### src/rtl/mac_lookup_learn_pkg.sv
// rtl/mac_lookup_learn_pkg.sv - shared field offsets, FSM codes and sizing helpers
package mac_lookup_learn_pkg;

  localparam int SRC_PORT_POS = 16;
  localparam int DST_PORT_POS = 24;
  localparam int MAC_W        = 48;
  localparam int DST_MAC_POS  = 0;
  localparam int SRC_MAC_POS  = 48;

  localparam logic [0:0] HEADER = 1'b0;
  localparam logic [0:0] BODY   = 1'b1;

  function automatic int log2(input int n);
    int r;
    r = 0;
    for (int i = 0; i < 31; i++) begin
      if ((1 << i) < n) r = i + 1;
    end
    return r;
  endfunction

  // {valid, mac, port}
  function automatic int entry_width(input int num_ports);
    return 1 + MAC_W + num_ports;
  endfunction

endpackage

### src/rtl/mac_lookup_learn_mac_table.sv
// rtl/mac_lookup_learn_mac_table.sv - fully-associative MAC table with FIFO replacement
module mac_table
  import mac_lookup_learn_pkg::*;
#(
  parameter int NUM_PORTS   = 7,
  parameter int NUM_ENTRIES = 16
) (
  input  logic                 clk,
  input  logic                 rst_n,
  input  logic [MAC_W-1:0]     lookup_mac_i,
  output logic                 hit_o,
  output logic [NUM_PORTS-1:0] hit_port_o,
  input  logic                 learn_en_i,
  input  logic [MAC_W-1:0]     learn_mac_i,
  input  logic [NUM_PORTS-1:0] learn_port_i
);

  localparam int EW    = entry_width(NUM_PORTS);
  localparam int IDX_W = log2(NUM_ENTRIES);

  logic [EW-1:0]    entry_q [NUM_ENTRIES];
  logic [IDX_W-1:0] replace_ptr_q, replace_ptr_d;
  logic             learn_hit;
  logic [IDX_W-1:0] learn_idx;

  // Lookup and learn match run against the pre-write table, so a same-cycle learn is invisible to lookup.
  always_comb begin
    hit_o      = 1'b0;
    hit_port_o = '0;
    learn_hit  = 1'b0;
    learn_idx  = '0;
    for (int i = 0; i < NUM_ENTRIES; i++) begin
      if (entry_q[i][EW-1] && (entry_q[i][NUM_PORTS +: MAC_W] == lookup_mac_i)) begin
        hit_o      = 1'b1;
        hit_port_o = hit_port_o | entry_q[i][NUM_PORTS-1:0];
      end
      if (entry_q[i][EW-1] && (entry_q[i][NUM_PORTS +: MAC_W] == learn_mac_i)) begin
        learn_hit = 1'b1;
        learn_idx = IDX_W'(i);
      end
    end
  end

  always_comb begin
    replace_ptr_d = replace_ptr_q;
    if (learn_en_i && !learn_hit) replace_ptr_d = replace_ptr_q + IDX_W'(1);
  end

  always_ff @(posedge clk or negedge rst_n) begin
    if (!rst_n) begin
      replace_ptr_q <= '0;
      for (int i = 0; i < NUM_ENTRIES; i++) entry_q[i] <= '0;
    end else begin
      replace_ptr_q <= replace_ptr_d;
      if (learn_en_i) begin
        if (learn_hit) entry_q[learn_idx][NUM_PORTS-1:0] <= learn_port_i;
        else           entry_q[replace_ptr_q] <= {1'b1, learn_mac_i, learn_port_i};
      end
    end
  end

endmodule

### src/rtl/mac_lookup_learn.sv
// rtl/mac_lookup_learn.sv - header lookup/learn stage writing the destination port vector into tuser
module mac_lookup_learn
  import mac_lookup_learn_pkg::*;
#(
  parameter int C_M_AXIS_DATA_WIDTH  = 256,
  parameter int C_S_AXIS_DATA_WIDTH  = 256,
  parameter int C_M_AXIS_TUSER_WIDTH = 128,
  parameter int C_S_AXIS_TUSER_WIDTH = 128,
  parameter int NUM_PORTS            = 7,
  parameter int NUM_ENTRIES          = 16
) (
  input  logic                                 axis_aclk,
  input  logic                                 axis_resetn,
  input  logic [C_S_AXIS_DATA_WIDTH-1:0]       s_axis_tdata,
  input  logic [C_S_AXIS_DATA_WIDTH/8-1:0]     s_axis_tkeep,
  input  logic [C_S_AXIS_TUSER_WIDTH-1:0]      s_axis_tuser,
  input  logic                                 s_axis_tvalid,
  input  logic                                 s_axis_tlast,
  output logic                                 s_axis_tready,
  output logic [C_M_AXIS_DATA_WIDTH-1:0]       m_axis_tdata,
  output logic [C_M_AXIS_DATA_WIDTH/8-1:0]     m_axis_tkeep,
  output logic [C_M_AXIS_TUSER_WIDTH-1:0]      m_axis_tuser,
  output logic                                 m_axis_tvalid,
  output logic                                 m_axis_tlast,
  input  logic                                 m_axis_tready,
  output logic                                 lut_hit,
  output logic                                 lut_miss
);

  logic [C_M_AXIS_DATA_WIDTH-1:0]   tdata_q;
  logic [C_M_AXIS_DATA_WIDTH/8-1:0] tkeep_q;
  logic [C_M_AXIS_TUSER_WIDTH-1:0]  tuser_q, tuser_d;
  logic                             tvalid_q, tvalid_d, tlast_q;
  logic                             hit_q, miss_q, hit_d, miss_d;
  logic [0:0]                       in_pkt_q, in_pkt_d;

  logic                 accept, is_hdr;
  logic [MAC_W-1:0]     dst_mac, src_mac;
  logic [NUM_PORTS-1:0] src_port, flood, dst_vec, tbl_port;
  logic                 tbl_hit;

  assign s_axis_tready = !tvalid_q || m_axis_tready;
  assign accept        = s_axis_tvalid && s_axis_tready;
  assign is_hdr        = (in_pkt_q == HEADER);
  assign dst_mac       = s_axis_tdata[DST_MAC_POS +: MAC_W];
  assign src_mac       = s_axis_tdata[SRC_MAC_POS +: MAC_W];
  assign src_port      = s_axis_tuser[SRC_PORT_POS +: NUM_PORTS];
  assign flood         = ~src_port;

  mac_table #(
    .NUM_PORTS   (NUM_PORTS),
    .NUM_ENTRIES (NUM_ENTRIES)
  ) u_mac_table (
    .clk          (axis_aclk),
    .rst_n        (axis_resetn),
    .lookup_mac_i (dst_mac),
    .hit_o        (tbl_hit),
    .hit_port_o   (tbl_port),
    .learn_en_i   (accept && is_hdr && !src_mac[0]),
    .learn_mac_i  (src_mac),
    .learn_port_i (src_port)
  );

  // A hit back onto the ingress port is filtered (empty vector) but still reported as a miss.
  always_comb begin
    dst_vec = flood;
    hit_d   = 1'b0;
    miss_d  = 1'b1;
    if (!dst_mac[0] && tbl_hit) begin
      if (tbl_port == src_port) begin
        dst_vec = '0;
      end else begin
        dst_vec = tbl_port;
        hit_d   = 1'b1;
        miss_d  = 1'b0;
      end
    end
  end

  always_comb begin
    tuser_d = s_axis_tuser;
    if (is_hdr) tuser_d[DST_PORT_POS +: NUM_PORTS] = dst_vec;
    in_pkt_d = in_pkt_q;
    if (accept) in_pkt_d = s_axis_tlast ? HEADER : BODY;
    tvalid_d = accept ? 1'b1 : (m_axis_tready ? 1'b0 : tvalid_q);
  end

  always_ff @(posedge axis_aclk or negedge axis_resetn) begin
    if (!axis_resetn) begin
      in_pkt_q <= HEADER;
      tvalid_q <= 1'b0;
      hit_q    <= 1'b0;
      miss_q   <= 1'b0;
      tdata_q  <= '0;
      tkeep_q  <= '0;
      tuser_q  <= '0;
      tlast_q  <= 1'b0;
    end else begin
      in_pkt_q <= in_pkt_d;
      tvalid_q <= tvalid_d;
      hit_q    <= accept && is_hdr && hit_d;
      miss_q   <= accept && is_hdr && miss_d;
      if (accept) begin
        tdata_q <= s_axis_tdata;
        tkeep_q <= s_axis_tkeep;
        tuser_q <= tuser_d;
        tlast_q <= s_axis_tlast;
      end
    end
  end

  assign m_axis_tdata  = tdata_q;
  assign m_axis_tkeep  = tkeep_q;
  assign m_axis_tuser  = tuser_q;
  assign m_axis_tvalid = tvalid_q;
  assign m_axis_tlast  = tlast_q;
  assign lut_hit       = hit_q;
  assign lut_miss      = miss_q;

endmodule

### config.mk
export PLATFORM = sky130hd
export DESIGN_NAME = mac_lookup_learn
export DESIGN_NICKNAME = d
export VERILOG_FILES = /design/src/rtl/mac_lookup_learn_pkg.sv /design/src/rtl/mac_lookup_learn_mac_table.sv /design/src/rtl/mac_lookup_learn.sv
export SDC_FILE = /design/constraint.sdc
export NUM_CORES = 2
export LEC_CHECK = 0
export CAP_MARGIN = 25
export CORE_UTILIZATION = 60
export CTS_CLUSTER_SIZE = 28
export DETAILED_ROUTE_END_ITERATION = 6
export GPL_TIMING_DRIVEN = 1
export HOLD_SLACK_MARGIN = 0.06
export PLACE_DENSITY = 0.85
export REMOVE_ABC_BUFFERS = 1
export SKIP_CTS_REPAIR_TIMING = 1
export SLEW_MARGIN = 30
export SYNTH_ARGS = -nofsm -noshare
export SYNTH_HDL_FRONTEND = slang
export SYNTH_SLANG_ARGS = --single-unit
export TNS_END_PERCENT = 10
### constraint.sdc
create_clock -name axis_aclk -period 11.25 [get_ports axis_aclk]
set_clock_uncertainty 0.05 [all_clocks]
set_input_delay 1.6875 -clock axis_aclk [delete_from_list [all_inputs] [get_ports axis_aclk]]
set_output_delay 1.6875 -clock axis_aclk [all_outputs]
set_load 0.1 [all_outputs]
### Yosys cells after proc, flatten, opt, wreduce, memory -nomap -nowiden

Cells that the tools add are included.

| storage, ports and cells | value |
|---|---|
| register bits | 1321 |
| output and inout bits | 421 |
| input port bits | 421 |

| cells by class | value |
|---|---|
| bitwise operators | 19 |
| reduce and logical (&&, ||, !) cells | 47 |
| add/sub/neg operators | 1 |
| order comparisons | 4 |
| equal/unequal tests | 33 |
| muxes and demuxes | 80 |

Operator list:

| cell | count |
|---|---|
| $bwmux 896 | 2 |
| $eq 48x48->1 | 32 |
| $mux 896 | 1 |
| $demux 56 s4 | 2 |
| $mux 7 | 20 |
| $or 7x7->7 | 15 |
| $mux 56 | 1 |
| $logic_and 1x1->1 | 41 |
| $mux 1 | 40 |
| $mux 4 | 8 |
| $mux 3 | 4 |
| $ge 5x5->1 const B | 2 |
| $lt 5x1->1 const B | 2 |
| $not 4->5 | 2 |
| $eq 7x7->1 | 1 |
| $not 7->7 | 1 |
| $add 4x1->4 const B | 1 |
| $logic_not 1->1 | 4 |
| $mux 2 | 2 |
| $reduce_bool 2->1 | 1 |
| $logic_or 1x1->1 | 1 |
| $not 1->1 | 1 |

### Logic depth before layout (Yosys ltp)

| depth | value |
|---|---|
| depth in word-level cells | 37 |
| mapped depth | 18 |

### Hierarchy

Synthesis repeated with hierarchy kept, for this count alone.

| second synthesis, totals | value |
|---|---|
| cell total of the unflattened synthesis | 6749 |
| area, all modules | 68408.1 um^2 |

Modules (own cells, without submodules):

| module | area each (um^2) | cells each | sequential area each (um^2) | times used |
|---|---|---|---|---|
| mac_table | 52165.0 | 4945 | 22521.6 | 1 |
| mac_lookup_learn | 16243.1 | 1804 | 10535.1 | 1 |

### Worst setup path after synthesis

No wires, ideal clock.

| timing path | value |
|---|---|
| path kind | input-to-reg |
| start point | input m_axis_tready |
| end point | register u_mac_table.entry_q[728] (netlist name) |
| library setup time | 125 ps |
| arrival time | 5155 ps |
| path slack | 5920 ps |
| stages on the path | 11 |
| data required time | 11075 ps |
| path through | nand2b_1 nand2_1 or3_1 or4_4 and4b_1 buf_6 buf_2 nand2_1 nor3_2 o21bai_2 mux2_2 |

| on the way | value |
|---|---|
| cells in the longest elaborated chain, start to end | 4 |

RTL lines:

| item | line | text |
|---|---|---|
| start: declaration | mac_lookup_learn.sv:25 | `input logic m_axis_tready,` |
| $logic_or 1x1->1 | mac_lookup_learn.sv:42 | `assign s_axis_tready = !tvalid_q \|\| m_axis_tready;` |
| $logic_and 1x1->1 | mac_lookup_learn.sv:43 | `assign accept = s_axis_tvalid && s_axis_tready;` |
| $logic_and 1x1->1 (2 in series) | mac_lookup_learn.sv:59 | `.learn_en_i (accept && is_hdr && !src_mac[0]),` |
| end signal: indexed assignment | mac_lookup_learn_mac_table.sv:56 | `if (learn_hit) entry_q[learn_idx][NUM_PORTS-1:0] <= learn_port_i;` |
| end signal: indexed assignment | mac_lookup_learn_mac_table.sv:57 | `else entry_q[replace_ptr_q] <= {1'b1, learn_mac_i, learn_port_i};` |
| end: declaration | mac_lookup_learn_mac_table.sv:21 | `logic [EW-1:0] entry_q [NUM_ENTRIES];` |

No other way between the ends.
A chain may end at the register's enable or synchronous reset.

### Worst setup path in the final report

| timing path | value |
|---|---|
| start point | input s_axis_tdata[72] |
| end point | register u_mac_table.entry_q[678] (netlist name) |

| on the way | value |
|---|---|
| cells in the longest elaborated chain, start to end | 24 |

RTL lines:

| item | line | text |
|---|---|---|
| start: declaration | mac_lookup_learn.sv:14 | `input logic [C_S_AXIS_DATA_WIDTH-1:0] s_axis_tdata,` |
| $eq 48x48->1 | mac_lookup_learn_mac_table.sv:37 | `if (entry_q[i][EW-1] && (entry_q[i][NUM_PORTS +: MAC_W] == learn_mac_i)) begin` |
| $logic_and 1x1->1 | mac_lookup_learn_mac_table.sv:37 |  |
| $mux 1 | mac_lookup_learn_mac_table.sv:37 |  |
| $mux 2 (2 in series) | mac_lookup_learn_mac_table.sv:37 |  |
| $mux 3 (4 in series) | mac_lookup_learn_mac_table.sv:37 |  |
| $mux 4 (8 in series) | mac_lookup_learn_mac_table.sv:37 |  |
| $not 4->5 (implied by the code) | mac_lookup_learn_mac_table.sv:56 |  |
| $ge 5x5->1 (implied by the code) / $lt 5x1->1 (equally long branches) | mac_lookup_learn_mac_table.sv:56 |  |
| $logic_and 1x1->1 (implied by the code) | mac_lookup_learn_mac_table.sv:56 |  |
| $mux 7 (implied by the code) | mac_lookup_learn_mac_table.sv:56 |  |
| $demux 56 s4 | mac_lookup_learn_mac_table.sv:56 |  |
| $bwmux 896 | mac_lookup_learn_mac_table.sv:56 |  |
| $mux 896 * | mac_lookup_learn_mac_table.sv:56 |  |

Every way passes the cells marked *; elsewhere a longest branch is shown, timed or not.

==> impl_metrics.csv <==
group,metric,value,unit
global_routing,grt_start_max_net_pins,202,
cts,h-tree-depth,4,
yosys,synth_seq_cells,1321,
critical_path,endpoint_kind,"flop",
detailed_routing,post_drt_via_cell_ratio,6.97,
place,dpl.hpwl,246,mm
sta,rsz0062_at_grt,"no",
die,ios,842,
worst_hold_path,hp-start,"m_axis_tdata[48]",
status,status,"finished, violations left",
finish,area_growth,20.4,%
critical_path,crit_family,"simple AND/OR/NAND/NOR gates",
yosys,synthFlopType,"dfrtp_1",
critical_path,crit_fanout,78,
detailed_routing,remaining_drc_errors,84,
die,dieHeight,348,um
finish,final_layout_size_suffix_gt1_share,17.3,%
yosys,yosysWarnings,0,
finish,layout_commonest_cell,"dfrtp_1",
finish,nets,8207,
yosys,synth-edff-count,0,
cts,insertion_delay,0.82,ns
yosys,syn_area,71900,um2
place,portBuffers,841,
power_and_ir_drop,vdd_drop_max,0.189,mV
yosys,async_flop_share,100,%
finish,stdcell_area,86600,um2
cts,cts_made_buffers,146,
cts,cts_tree,"done",
sta,post-route-period-util,60.3,%
yosys,netlist_instances,7109,
sta,hold-worst-slack,0.424,ns
critical_path,crit_type,"in -> reg",
critical_path,cp-start-kind,"input pin",
critical_path,cp.required,11.89,ns
die,dieArea,121000,um2
global_routing,track_usage,58.2,%
die,start_util,60.8,%
die,fp.coreArea,118000,um2
detailed_routing,drtIter0Drc,11000,
critical_path,crit_arrival,7.42,ns
place,dpl.cell_count,9233,
global_routing,grt_first_pass_wirelength,488,mm
detailed_routing,via_count,66800,
sta,tightest_slew,1.18,ns
sta,finalSetupViolCount,0,
sta,tns,0,ns
critical_path,cpPeakStageDelay,0.88,ns
sta,fin_ws,4.47,ns
detailed_routing,detail-route-antenna-nets,0,
yosys,ys_types,86,
sta,drv_slew,0,
global_routing,overflow,0,
place,gp_congestion,1.10,
detailed_routing,wirelength,359,mm
critical_path,cp_common_cell,"buf_4",
die,die_w,348,um
yosys,postSynthAreaPerCell,10.1,um2
job,cap_viol_max_count,0,
global_routing,antenna_found_initial,115,
critical_path,cp-startpoint,"s_axis_tdata[72]",
finish,mostFrequentLayoutCells,"1321 x dfrtp_1, 1312 x nand2_1, 747 x mux2_2",
worst_hold_path,min_path_type,"reg -> reg",
critical_path,crit_buf_inv,3,
die,row_count,126,
critical_path,reg2reg_from,"u_mac_table.entry_q[157]",
sta,max-slew-margin-rel,21.1,%
power_and_ir_drop,power_density,212,nW/um2
detailed_routing,post_drt_wl_per_cell,37.4,um
place,dp_slack,4.04,ns
critical_path,crit_slowest_cell,"nor4_1",
detailed_routing,first_pass_iters,7,
power_and_ir_drop,p_leak,39.7,nW
critical_path,crit_path_cell_trace,"buf_2 > buf_4 > xnor2_1 > and4_1 > nand4_1 > nor4_1 > o2bb2ai_1 > or4_4 > and4b_1 > nand3_2 > buf_4 > nor3b_1 > a21o_1 > mux2_2",
place,post_dp_cell_area,81300,um2
global_routing,grt_pass1_vias,63400,
cts,clock_path_buffers,3,
cts,cts_sinks,1321,
sta,hold_viol_final,0,
sta,period_needed,6.78,ns
cts,clockRootBuffer,"clkbuf_16",
yosys,seq_area_frac_synth,46.0,%
status,violations,"DRC",
finish,layout.cells.non_filler,9593,
cts,clk_pin_slew_worst_paths,0.06,ns
sta,max_freq,148,MHz
==> sequential cells by signal, summed over array words and instances (netlist names) <==
register / flops
m_axis_tlast: 1
u_mac_table.entry_q: 896
in_pkt_q: 1
m_axis_tuser: 128
u_mac_table.replace_ptr_q: 4
lut_hit: 1
m_axis_tdata: 256
m_axis_tvalid: 1
m_axis_tkeep: 32
lut_miss: 1
==> cell usage after synthesis (59+ instances only) <==
master,instances,share of area (%)
dfrtp_1,1321,46
nand2_1,1313,6.9
mux2_2,747,12
xor2_1,720,8.8
xnor2_1,602,7.3
nor4_1,295,2.6
nand4_1,268,2.3
clkbuf_1,237,1.2
buf_2,219,1.5
o21ai_0,204,1.4
nand2b_1,199,1.7
inv_1,160,0.83
nand3_1,149,1.0
nor2_1,75,0.39
nor2b_1,59,0.51
==> logic make-up after synthesis <==
logic type / after synthesis / share of synthesized area, %
muxes: 768 / 12.0
AOI/OAI and AO/OA: 450 / 4.25
adders and majority gates: 4 / 0.0696
DFF: 1321 / 46.0
buffers and inverters: 666 / 3.97
xor gates and xnor gates: 1322 / 16.1
and+or+nand+nor: 2578 / 17.6
==> final cells by class <==
cell class              instances  area (um2)
repair buffers               1030        9440
multi-input cells            5122       36200
clock inverters                53         803
fillers                      8206       31800
diodes                         98         245
well taps                    1600        2000
flip-flops and latches       1321       33100
clock buffers                 208        4200
inverters                     161         604
==> path summary, 6_finish.rpt <==
| check | to | slack, ns | cells past startpoint |
|---|---|---|---|
| setup / recovery | u_mac_table.entry_q[678] | 4.47 | 14 |
| hold / removal | m_axis_tdata[48] | 0.42 | 2 |
| setup reg to reg | u_mac_table.entry_q[678] | 5.91 | 12 |
| hold reg to reg | m_axis_tdata[48] | 0.42 | 2 |
| max in group asynchronous | u_mac_table.entry_q[802] | 7.92 | 4 |
| min in group asynchronous | m_axis_tvalid | 0.77 | 1 |
==> where the power goes <==
group / total, mW / leakage [nW] / switching (mW) / internal [mW]
registers: 7.11 / 17.1 / 1.30 / 5.80
clock network: 5.13 / 2.45 / 2.11 / 3.02
logic: 6.13 / 20.2 / 3.97 / 2.15
==> metrics by stage <==
| step | total power, mW | utilization (%) |
|---|---|---|
| 2_1_floorplan | 10.8 | - |
| 3_3_place_gp | 12.8 | 68.8 |
| 3_5_place_dp | 13.0 | 68.7 |
| 4_1_cts | 18.0 | 72.9 |
| 5_1_grt | 18.7 | 73.0 |
| 6_report | 18.4 | 73.1 |
==> layer usage <==
layer  routed length [um]  GRT usage (%)  share of wire (%)  vias up
met5                  782           3.28               0.22        -
met4                38100           50.8                 11       64
met3                62600           32.7                 17     2103
met2               137000           75.0                 38     6537
met1               121000           68.3                 34    32500
li1                     -              -                  -    25600
==> worst register-to-register path: stages (launching register included) <==
cell	delay, ns
dfrtp_1	0.41
xnor2_1	0.31
nand4_1	0.13
or4_1	0.51
nor4_1	0.89
o2bb2ai_1	0.45
or4_4	0.30
and4b_1	0.38
nand3_2	0.15
buf_4	0.68
nor3b_1	0.27
a21o_1	0.31
mux2_2	0.38
No activity file was read; power rests on OpenSTA's default activity.
